`src/rtl/mux_nx1_scan_if.sv`:
```
// rtl/mux_nx1_scan_if.sv - channel/select/handshake bundle for mux_nx1_scan
//
// Purpose: groups the mux data inputs, select controls and the registered
// output handshake into one interface.
// Optional feature macro: MUX_PARITY_EN (adds out_par).
// Signals:
//   in        N*WIDTH  flat channel bus, channel k = in[k*WIDTH +: WIDTH]
//   sel       SELW     manual channel select
//   mode      1        0 = manual, 1 = auto-scan
//   en        1        capture request (manual) / scan enable (scan)
//   out       WIDTH    captured word
//   out_ch    SELW     channel index of out
//   out_valid 1        out/out_ch/sel_err valid
//   out_ready 1        downstream accept
//   sel_err   1        captured manual select was out of range
//   out_par   1        even parity of out (MUX_PARITY_EN only)
// Modports: slave = the mux, master = the stage driving it / consuming it.
interface mux_nx1_scan_if #(
  parameter int WIDTH = 4,
  parameter int N     = 4,
  parameter int SELW  = 2
);
  logic [N*WIDTH-1:0] in;
  logic [SELW-1:0]    sel;
  logic               mode;
  logic               en;
  logic [WIDTH-1:0]   out;
  logic [SELW-1:0]    out_ch;
  logic               out_valid;
  logic               out_ready;
  logic               sel_err;
`ifdef MUX_PARITY_EN
  logic               out_par;
`endif

  modport slave (
`ifdef MUX_PARITY_EN
    output out_par,
`endif
    input  in, sel, mode, en, out_ready,
    output out, out_ch, out_valid, sel_err
  );

  modport master (
`ifdef MUX_PARITY_EN
    input  out_par,
`endif
    output in, sel, mode, en, out_ready,
    input  out, out_ch, out_valid, sel_err
  );
endinterface

```
`src/rtl/mux_nx1_scan.sv`:
```
// rtl/mux_nx1_scan.sv - N-channel registered mux with manual select and round-robin auto-scan
//
// Purpose: captures one WIDTH-bit channel of a flat input bus into a
// registered output word with a valid/ready handshake. In manual mode the
// channel is picked by sel; in scan mode channels are visited 0..N-1 in
// turn, spending DWELL cycles on each before capturing it.
// Optional feature macro: MUX_PARITY_EN (registered out_par = ^out).
// Ports:
//   clk  in  rising-edge clock
//   rst  in  synchronous active-high reset
//   bus  mux_nx1_scan_if.slave - in/sel/mode/en/out_ready in,
//        out/out_ch/out_valid/sel_err(/out_par) out
module mux_nx1_scan #(
  parameter int WIDTH = 4,
  parameter int N     = 4,
  parameter int SELW  = 2,
  parameter int DWELL = 4
) (
  input  logic          clk,
  input  logic          rst,
  mux_nx1_scan_if.slave bus
);

  localparam int CNTW = (DWELL > 1) ? $clog2(DWELL) : 1;

  typedef enum logic [1:0] {IDLE, SCAN, VALID} state_t;

  state_t           state;
  logic [SELW-1:0]  ptr;
  logic [CNTW-1:0]  cnt;
  logic [WIDTH-1:0] out_q;
  logic [SELW-1:0]  out_ch_q;
  logic             valid_q;
  logic             err_q;
`ifdef MUX_PARITY_EN
  logic             par_q;
`endif

  // Explicit compare loop rather than a variable part-select so that
  // out-of-range indices (N not a power of two) select zero cleanly.
  function automatic logic [WIDTH-1:0] pick(input logic [N*WIDTH-1:0] bus_in,
                                            input logic [SELW-1:0]    idx);
    logic [WIDTH-1:0] w;
    w = '0;
    for (int k = 0; k < N; k++) begin
      if (idx == SELW'(k)) w = bus_in[k*WIDTH +: WIDTH];
    end
    return w;
  endfunction

  logic [WIDTH-1:0] man_word;
  logic [WIDTH-1:0] scan_word;
  logic             sel_ok;
  logic [SELW-1:0]  ptr_next;
  logic             dwell_done;

  assign man_word   = pick(bus.in, bus.sel);
  assign scan_word  = pick(bus.in, ptr);
  assign sel_ok     = ({1'b0, bus.sel} < (SELW+1)'(N));
  assign ptr_next   = (ptr == SELW'(N-1)) ? '0 : ptr + 1'b1;
  assign dwell_done = (cnt == CNTW'(DWELL-1));

  always_ff @(posedge clk) begin
    if (rst) begin
      state    <= IDLE;
      ptr      <= '0;
      cnt      <= '0;
      out_q    <= '0;
      out_ch_q <= '0;
      valid_q  <= 1'b0;
      err_q    <= 1'b0;
`ifdef MUX_PARITY_EN
      par_q    <= 1'b0;
`endif
    end else begin
      case (state)
        IDLE: begin
          if (bus.en && !bus.mode) begin
            out_q    <= man_word;
            out_ch_q <= bus.sel;
            err_q    <= !sel_ok;
`ifdef MUX_PARITY_EN
            par_q    <= ^man_word;
`endif
            valid_q  <= 1'b1;
            state    <= VALID;
          end else if (bus.en && bus.mode) begin
            cnt   <= '0;
            state <= SCAN;
          end
        end

        SCAN: begin
          // Leaving scan keeps ptr so the round-robin resumes where it stopped.
          if (!bus.en || !bus.mode) begin
            cnt   <= '0;
            state <= IDLE;
          end else if (dwell_done) begin
            out_q    <= scan_word;
            out_ch_q <= ptr;
            err_q    <= 1'b0;
`ifdef MUX_PARITY_EN
            par_q    <= ^scan_word;
`endif
            ptr      <= ptr_next;
            cnt      <= '0;
            valid_q  <= 1'b1;
            state    <= VALID;
          end else begin
            cnt <= cnt + 1'b1;
          end
        end

        VALID: begin
          // Everything holds until the downstream takes the word.
          if (bus.out_ready) begin
            if (bus.en && !bus.mode) begin
              out_q    <= man_word;
              out_ch_q <= bus.sel;
              err_q    <= !sel_ok;
`ifdef MUX_PARITY_EN
              par_q    <= ^man_word;
`endif
            end else if (bus.en && bus.mode) begin
              cnt     <= '0;
              valid_q <= 1'b0;
              state   <= SCAN;
            end else begin
              valid_q <= 1'b0;
              state   <= IDLE;
            end
          end
        end

        default: begin
          valid_q <= 1'b0;
          state   <= IDLE;
        end
      endcase
    end
  end

  assign bus.out       = out_q;
  assign bus.out_ch    = out_ch_q;
  assign bus.out_valid = valid_q;
  assign bus.sel_err   = err_q;
`ifdef MUX_PARITY_EN
  assign bus.out_par   = par_q;
`endif

endmodule

```
`src/flat_wrapper.sv`:
```
// flat-port wrapper written by rule: the top's interface ports become plain ports
module mux_nx1_scan_flat 
#(
  parameter int WIDTH = 4,
  parameter int N     = 4,
  parameter int SELW  = 2,
  parameter int DWELL = 4
)
  (clk, rst, bus_in, bus_sel, bus_mode, bus_en, bus_out_ready, bus_out, bus_out_ch, bus_out_valid, bus_sel_err);
  mux_nx1_scan_if #(.WIDTH(WIDTH), .N(N), .SELW(SELW)) bus_i ();
  input  logic clk;
  input  logic rst;
  input wire logic [$bits(bus_i.in)-1:0] bus_in;
  input wire logic [$bits(bus_i.sel)-1:0] bus_sel;
  input wire logic [$bits(bus_i.mode)-1:0] bus_mode;
  input wire logic [$bits(bus_i.en)-1:0] bus_en;
  input wire logic [$bits(bus_i.out_ready)-1:0] bus_out_ready;
  output wire logic [$bits(bus_i.out)-1:0] bus_out;
  output wire logic [$bits(bus_i.out_ch)-1:0] bus_out_ch;
  output wire logic [$bits(bus_i.out_valid)-1:0] bus_out_valid;
  output wire logic [$bits(bus_i.sel_err)-1:0] bus_sel_err;
  assign bus_i.in = bus_in;
  assign bus_i.sel = bus_sel;
  assign bus_i.mode = bus_mode;
  assign bus_i.en = bus_en;
  assign bus_i.out_ready = bus_out_ready;
  assign bus_out = bus_i.out;
  assign bus_out_ch = bus_i.out_ch;
  assign bus_out_valid = bus_i.out_valid;
  assign bus_sel_err = bus_i.sel_err;
  mux_nx1_scan #(.WIDTH(WIDTH), .N(N), .SELW(SELW), .DWELL(DWELL)) u_core (.clk(clk), .rst(rst), .bus(bus_i));
endmodule
```
`config.mk`:
```
export PLATFORM = sky130hd
export DESIGN_NAME = mux_nx1_scan_flat
export DESIGN_NICKNAME = d
export VERILOG_FILES = /design/src/rtl/mux_nx1_scan_if.sv /design/src/rtl/mux_nx1_scan.sv /design/src/flat_wrapper.sv
export SDC_FILE = /design/constraint.sdc
export NUM_CORES = 1
export LEC_CHECK = 0
export CORE_MARGIN = 1
export CORE_UTILIZATION = 35
export DETAILED_ROUTE_END_ITERATION = 12
export HOLD_SLACK_MARGIN = 0.1
export MAX_ROUTING_LAYER = met4
export PLACE_DENSITY = 0.71
export SLEW_MARGIN = 0
export SYNTH_ARGS = -nofsm -noshare
export SYNTH_HDL_FRONTEND = slang
export SYNTH_SLANG_ARGS = --single-unit
```
`constraint.sdc`:
```
create_clock -name clk -period 1.41 [get_ports clk]
set_input_delay 0.423 -clock clk [delete_from_list [all_inputs] [get_ports clk]]
set_output_delay 0.423 -clock clk [all_outputs]
set_load 0.01 [all_outputs]
```
==> qor.txt, run 1 <==
Hold Path Class - reg -> reg
Final setup margin - -0.0396 ns
Initial drt markers - 13
# DRC - 0
Starting Density - 36.8%
Initial antenna violation count - 0
RSZ-0062 raised after global routing - yes
Logic pwr share - 31.6%
Worst Setup Start Kind - flop
Fillers - 219
Worst skew pair latency - 0.28 ns
Per-cell routed wire length - 13.7 um
Fin cells - 191
Vias per cell - 5.39
Final min period - 1.45 ns
# diodes - 0
Flops & latches, synth - 13
Placed cell areas - 0.00135 mm2
Clock Tree Root - clkbuf_4
Synthesized cell area - 911 um2
R2r startpoint - u_core.ptr[1]
Synthesized net count - 137
PortBufs - 29
Most common cell after layout, fill and taps aside - buf_4
Area of the multi-input gates - 724 um2
Worst hold start - u_core.cnt[1]
Synth cell types - 35
Top cell type's share of synthesized area - 28.6%
First-pass GRT wire length - 3.86 mm
R2r setup slk - -0.04 ns
Maxcap violations - 0
Avg Cell Area, Syn - 8.36 um2
I/O Pins - 31
Global route total overflow - 0
First drt pass iteration count - 4
Cell area after layout - 0.00155 mm2
Vias in the first global route - 953
Layout cells sized above 1 - 39.1%
GP Congestion - 0.821
Int Power - 662 uW
GRT Total Usage - 20.0%
Num rows - 18
Routed via count - 1,029
Final HPWL DP - 1.84 mm
Endpoints failing setup - 3
Clock slew at reported path FFs - 0.08 ns
Failing checks - setup timing
Final Skew - 0.00542 ns
Die X - 53.0 um
Dpl cells - 181
WP data required - 1.60 ns
Area grow syn2layout - 70.5%
Max-slew violations - 0
Worst setup startpoint - u_core.ptr[1]
Run status - finished with violations
Post-DRT Antenna Nets - 0
CTS tree - done
PwrDens - 595 mW/mm2
Hold Buf Count CTS - 0
Leading area contributor after synthesis - dfxtp_1
Largest net degree at the start of global routing - 14
Max Freq - 690 MHz
Seq. cell area - 270 um2
Sequential fraction of the synthesis area - 28.6%
Clock sinks - 13
Sequential power share - 43.5%
Total length of routed wires - 2.62 mm
Sw Share - 28.3%
Peak VDD IR - 0.509 mV
Worst-case clock buffer depth - 2
Area contributors post-synth - dfxtp_1 29%, a22oi_1 7.4%, ha_1 6.9%
Crit end category - flop
Post-Syn Instances - 109
Final Hold Viols - 0
Leakage - 0.000634 uW
Layout Nets - 190
Fin util - 62.7%
Clock power share - 24.9%
Maximum net fanout on the critical path - 3
Synth Warn # - 0
Die Y - 53.0 um
Total CTS buffers - 3
Die area - 0.00281 mm2
WS Path Type - reg -> reg
Worst Path Arrival - 1.64 ns
H-tree depth - 1
CORE AREA - 0.00248 mm2
Most frequent cells in the layout - 23 x buf_4, 17 x clkdlybuf4s50_1, 12 x nand2_1
Psw - 262 uW
Final Cycle Share - 103%
stage by stage:
step | total power [uW] | setup WS (ns) | hold WS [ns] | setup TNS (ns)
detailed placement | 682 | -0.622 | 0.485 | -5.43
CTS | 911 | -0.0794 | 0.495 | -0.141
global placement | 675 | -0.540 | 0.466 | -5.00
global route | 977 | -0.126 | 0.517 | -0.435
finish | 924 | -0.0396 | 0.492 | -0.0918
floorplan | 536 | 0.00362 | 0.456 | 0
power groups by stage:
stage	clock network (uW)	logic (uW)	registers (uW)
2_1_floorplan	0	120	416
3_3_place_gp	0	265	411
3_5_place_dp	0	271	411
4_1_cts	244	267	400
5_1_grt	256	315	405
6_report	230	292	401
cell type report:
cell class              count  share of cell area, %
multi-input cells          86                   46.7
flip-flops and latches     13                   17.4
inverters                   4                  0.967
clock buffers               4                   1.69
repair buffers             54                   30.9
well taps                  30                   2.42
critical path, cell delays in order, from the launching register on:
cell      delay, ns
dfxtp_4        0.36
ha_4           0.16
buf_6          0.11
nor4_4         0.27
buf_4          0.15
a22oi_2        0.08
a311oi_2       0.23
registers in the layout (all words and copies together), names as in the netlist:
name                  count
u_core.bus.out_valid      1
u_core.ptr                2
u_core.cnt                2
u_core.state              2
u_core.bus.out            4
u_core.bus.out_ch         2
cell usage after synthesis:
library cell and instances:
a211oi_1 2, a21oi_1 7, a22oi_1 9, a311oi_1 3, a311oi_2 1, a31oi_1 1
a41oi_1 1, and4b_1 1, buf_1 1, buf_4 3, buf_6 2, clkbuf_1 1
conb_1 1, dfxtp_1 13, ha_1 5, inv_1 3, inv_2 1, mux2_2 4
mux2i_1 3, nand2_1 12, nand2b_1 5, nand3b_1 1, nand4_1 2, nand4bb_1 1
nor2_1 10, nor2b_1 1, nor3_1 2, nor3b_1 1, nor4_4 1, o21ai_0 5
o21ai_1 2, o21bai_1 1, o31a_1 1, or3_1 1, or4b_1 1
cell families after synthesis:
family,after synthesis,share of synthesized area [%]
buffers and inverters,11,7.42
and+or+nand+nor,39,23.8
adders and majority gates,5,6.87
DFF,13,28.6
AOI/OAI and AO/OA,33,24.7
other,1,0.412
muxes,7,8.24
repair_timing:
item,CTS,global route
resized for setup,29,22
buffers inserted,3,2
cloned,0,1
endpoints found under the setup margin,16,9
pin swaps,8,5
per-layer routing:
| layer | GRT usage (%) | wire length [um] | part of all wire [%] | vias to the layer above |
|---|---|---|---|---|
| met3 | 2.59 | 127 | 4.8 | 4 |
| met4 | 11.8 | 52 | 2.0 | 0 |
| met1 | 19.8 | 1090 | 42 | 481 |
| met5 | - | 0 | 0 | - |
| met2 | 36.9 | 1350 | 52 | 36 |
| li1 | - | - | - | 508 |
path summary, 6_finish.rpt:
path              depth (start not counted)                end
setup / recovery                          6  u_core.bus.out[2]
hold / removal                            2      u_core.cnt[1]
setup reg to reg                          6  u_core.bus.out[2]
hold reg to reg                           2      u_core.cnt[1]
(Power assumes the default switching activity.)
==> run 2, diff against run 1 <==
--- a/config.mk
+++ b/config.mk
@@ -8,6 +8,7 @@
 export CORE_MARGIN = 1
 export CORE_UTILIZATION = 35
 export DETAILED_ROUTE_END_ITERATION = 12
+export GPL_TIMING_DRIVEN = 0
 export HOLD_SLACK_MARGIN = 0.1
 export MAX_ROUTING_LAYER = met4
 export PLACE_DENSITY = 0.71
==> qor.txt, run 2 (same netlist as run 1, synthesis figures left out) <==
Run status - finished with violations (unchanged)
Failing checks - setup timing (unchanged)
WP data required - 1.60 ns (about the same)
Vias in the first global route - 918 (was 953)
Final Hold Viols - 0 (unchanged)
Clock sinks - 13 (unchanged)
WS Path Type - reg -> reg (unchanged)
First drt pass iteration count - 4 (unchanged)
Busiest layer in global routing - met2 (unchanged)
Vias per cell - 5.39 (about the same)
Int Power - 649 uW (was 662 uW)
Sequential power share - 44.5% (was 43.5%)
Leakage - 0.000538 uW (was 0.000634 uW)
CTS tree - done (unchanged)
H-tree depth - 1 (unchanged)
Global route total overflow - 0 (unchanged)
GP Congestion - 0.786 (was 0.821)
Per-cell routed wire length - 13.7 um (about the same)
CORE AREA - 0.00248 mm2 (unchanged)
Most frequent cells in the layout - 18 x clkdlybuf4s50_1, 12 x nand2_1, 9 x dlygate4sd2_1 (was 23 x buf_4, 17 x clkdlybuf4s50_1, 12 x nand2_1)
Worst skew pair latency - 0.27 ns (was 0.28 ns)
Clock power share - 24.8% (was 24.9%)
Layout Nets - 175 (was 190)
Starting Density - 36.8% (unchanged)
Die area - 0.00281 mm2 (unchanged)
Area of the multi-input gates - 672 um2 (was 724 um2)
Peak VDD IR - 0.493 mV (was 0.509 mV)
Max-slew violations - 0 (unchanged)
Clock slew at reported path FFs - 0.08 ns (about the same)
Largest net degree at the start of global routing - 11 (was 14)
Layout cells sized above 1 - 30.8% (was 39.1%)
Area grow syn2layout - 53.3% (was 70.5%)
RSZ-0062 raised after global routing - yes (unchanged)
Final HPWL DP - 1.71 mm (was 1.84 mm)
Die X - 53.0 um (unchanged)
Final Cycle Share - 107% (was 103%)
Largest register FFs - 4 (unchanged)
Total power draw - 902 uW (was 924 uW)
Sw Share - 28.0% (was 28.3%)
Met2 usage - 35.4% (was 36.9%)
Met3 Use GR - 3.45% (was 2.59%)
GRT Total Usage - 18.7% (was 20.0%)
Num rows - 18 (unchanged)
Worst Path Arrival - 1.69 ns (was 1.64 ns)
Initial drt markers - 15 (was 13)
Routed via count - 949 (was 1,029)
Fillers - 238 (was 219)
Logic pwr share - 30.7% (was 31.6%)
DP Worst Slack - -0.565 ns (was -0.622 ns)
Crit end category - flop (unchanged)
Hold Path Class - reg -> reg (unchanged)
Worst-case clock buffer depth - 2 (unchanged)
Die Y - 53.0 um (unchanged)
Total CTS buffers - 3 (unchanged)
Post-DRT Antenna Nets - 0 (unchanged)
# diodes - 0 (unchanged)
Most common cell after layout, fill and taps aside - clkdlybuf4s50_1 (was buf_4)
Psw - 253 uW (was 262 uW)
Final setup margin - -0.0928 ns (was -0.0396 ns)
PwrDens - 646 mW/mm2 (was 595 mW/mm2)
Endpoints failing setup - 6 (was 3)
GR met1 Demand/Resource - 18.4% (was 19.8%)
Final Skew - 0.000914 ns (was 0.00542 ns)
PortBufs - 28 (was 29)
Final min period - 1.50 ns (was 1.45 ns)
First-pass GRT wire length - 3.60 mm (was 3.86 mm)
Hold Buf Count CTS - 0 (unchanged)
Total length of routed wires - 2.41 mm (was 2.62 mm)
# DRC - 0 (unchanged)
Maximum net fanout on the critical path - 5 (was 3)
Max Freq - 665 MHz (was 690 MHz)
Seq. cell area - 270 um2 (unchanged)
Initial antenna violation count - 0 (unchanged)
Clock Tree Root - clkbuf_4 (unchanged)
I/O Pins - 31 (unchanged)
Worst Setup Start Kind - flop (unchanged)
Maxcap violations - 0 (unchanged)
## run 2: cell count changes in the layout (fill, tap and decap cells not counted), moves of 2 or more
cell and change:
dfxtp_1 -2, a22oi_1 +4, o21ai_2 -2, buf_4 -18, a22oi_2 -4, buf_6 +4, dfxtp_2 +3, o31a_4 -2
## run 2: power groups by stage
stage | clock network [uW] | registers (uW) | logic, uW
2_1_floorplan | 0 | 416 | 120
3_3_place_gp | 0 | 408 | 251
3_5_place_dp | 0 | 409 | 253
4_1_cts | 235 | 399 | 257
5_1_grt | 248 | 404 | 300
6_report | 224 | 402 | 277
## run 2: final timing paths
path	from	endpoint	slack (ns)	depth (start not counted)
max	u_core.cnt[0]	u_core.bus.out[2]	-0.09	5
min	u_core.cnt[1]	u_core.cnt[1]	0.50	2
max reg2reg	u_core.cnt[0]	u_core.bus.out[2]	-0.09	5
min reg2reg	u_core.cnt[1]	u_core.cnt[1]	0.50	2
## run 2: area by class of cell
type | count | share of cell area (%)
Multi-Input combinational cell | 85 | 48.1
Tap cell | 30 | 2.69
Clock buffer | 4 | 1.88
Buffer | 7 | 4.39
Sequential cell | 13 | 19.4
Inverter | 4 | 1.25
Timing Repair Buffer | 33 | 22.3
## run 2: critical path, cell delays in order (launching register included)
cell      delay, ns
dfxtp_2        0.35
ha_4           0.15
and4b_1        0.17
o31a_1         0.34
buf_6          0.16
a311oi_2       0.25
## run 2: per-stage QoR
| step | std cells | utilization, % | setup TNS [ns] | hold slack [ns] | instance area, um2 |
|---|---|---|---|---|---|
| final | 176 | 56.4 | -0.287 | 0.498 | 1400 |
| after global routing | 176 | 56.4 | -0.709 | 0.531 | 1400 |
| after CTS | 174 | 53.3 | -0.196 | 0.498 | 1320 |
| after detailed placement | 167 | 49.7 | -5.10 | 0.472 | 1230 |
| after global placement | 167 | 49.7 | -5.09 | 0.467 | 1230 |
| after floorplan | 109 | - | 0 | 0.456 | 915 |
## run 2: routing by layer
metal / wire length [um] / up-vias
met5: 0 / -
met4: 17 / 0
met3: 129 / 2
met2: 1260 / 32
met1: 1000 / 437
li1: - / 478
## run 2: repair_timing
action	in CTS	in global routing
resized for setup	27	20
setup buffers	2	2
endpoints found under the setup margin	15	11
gates cloned	1	0
pin swaps	7	7
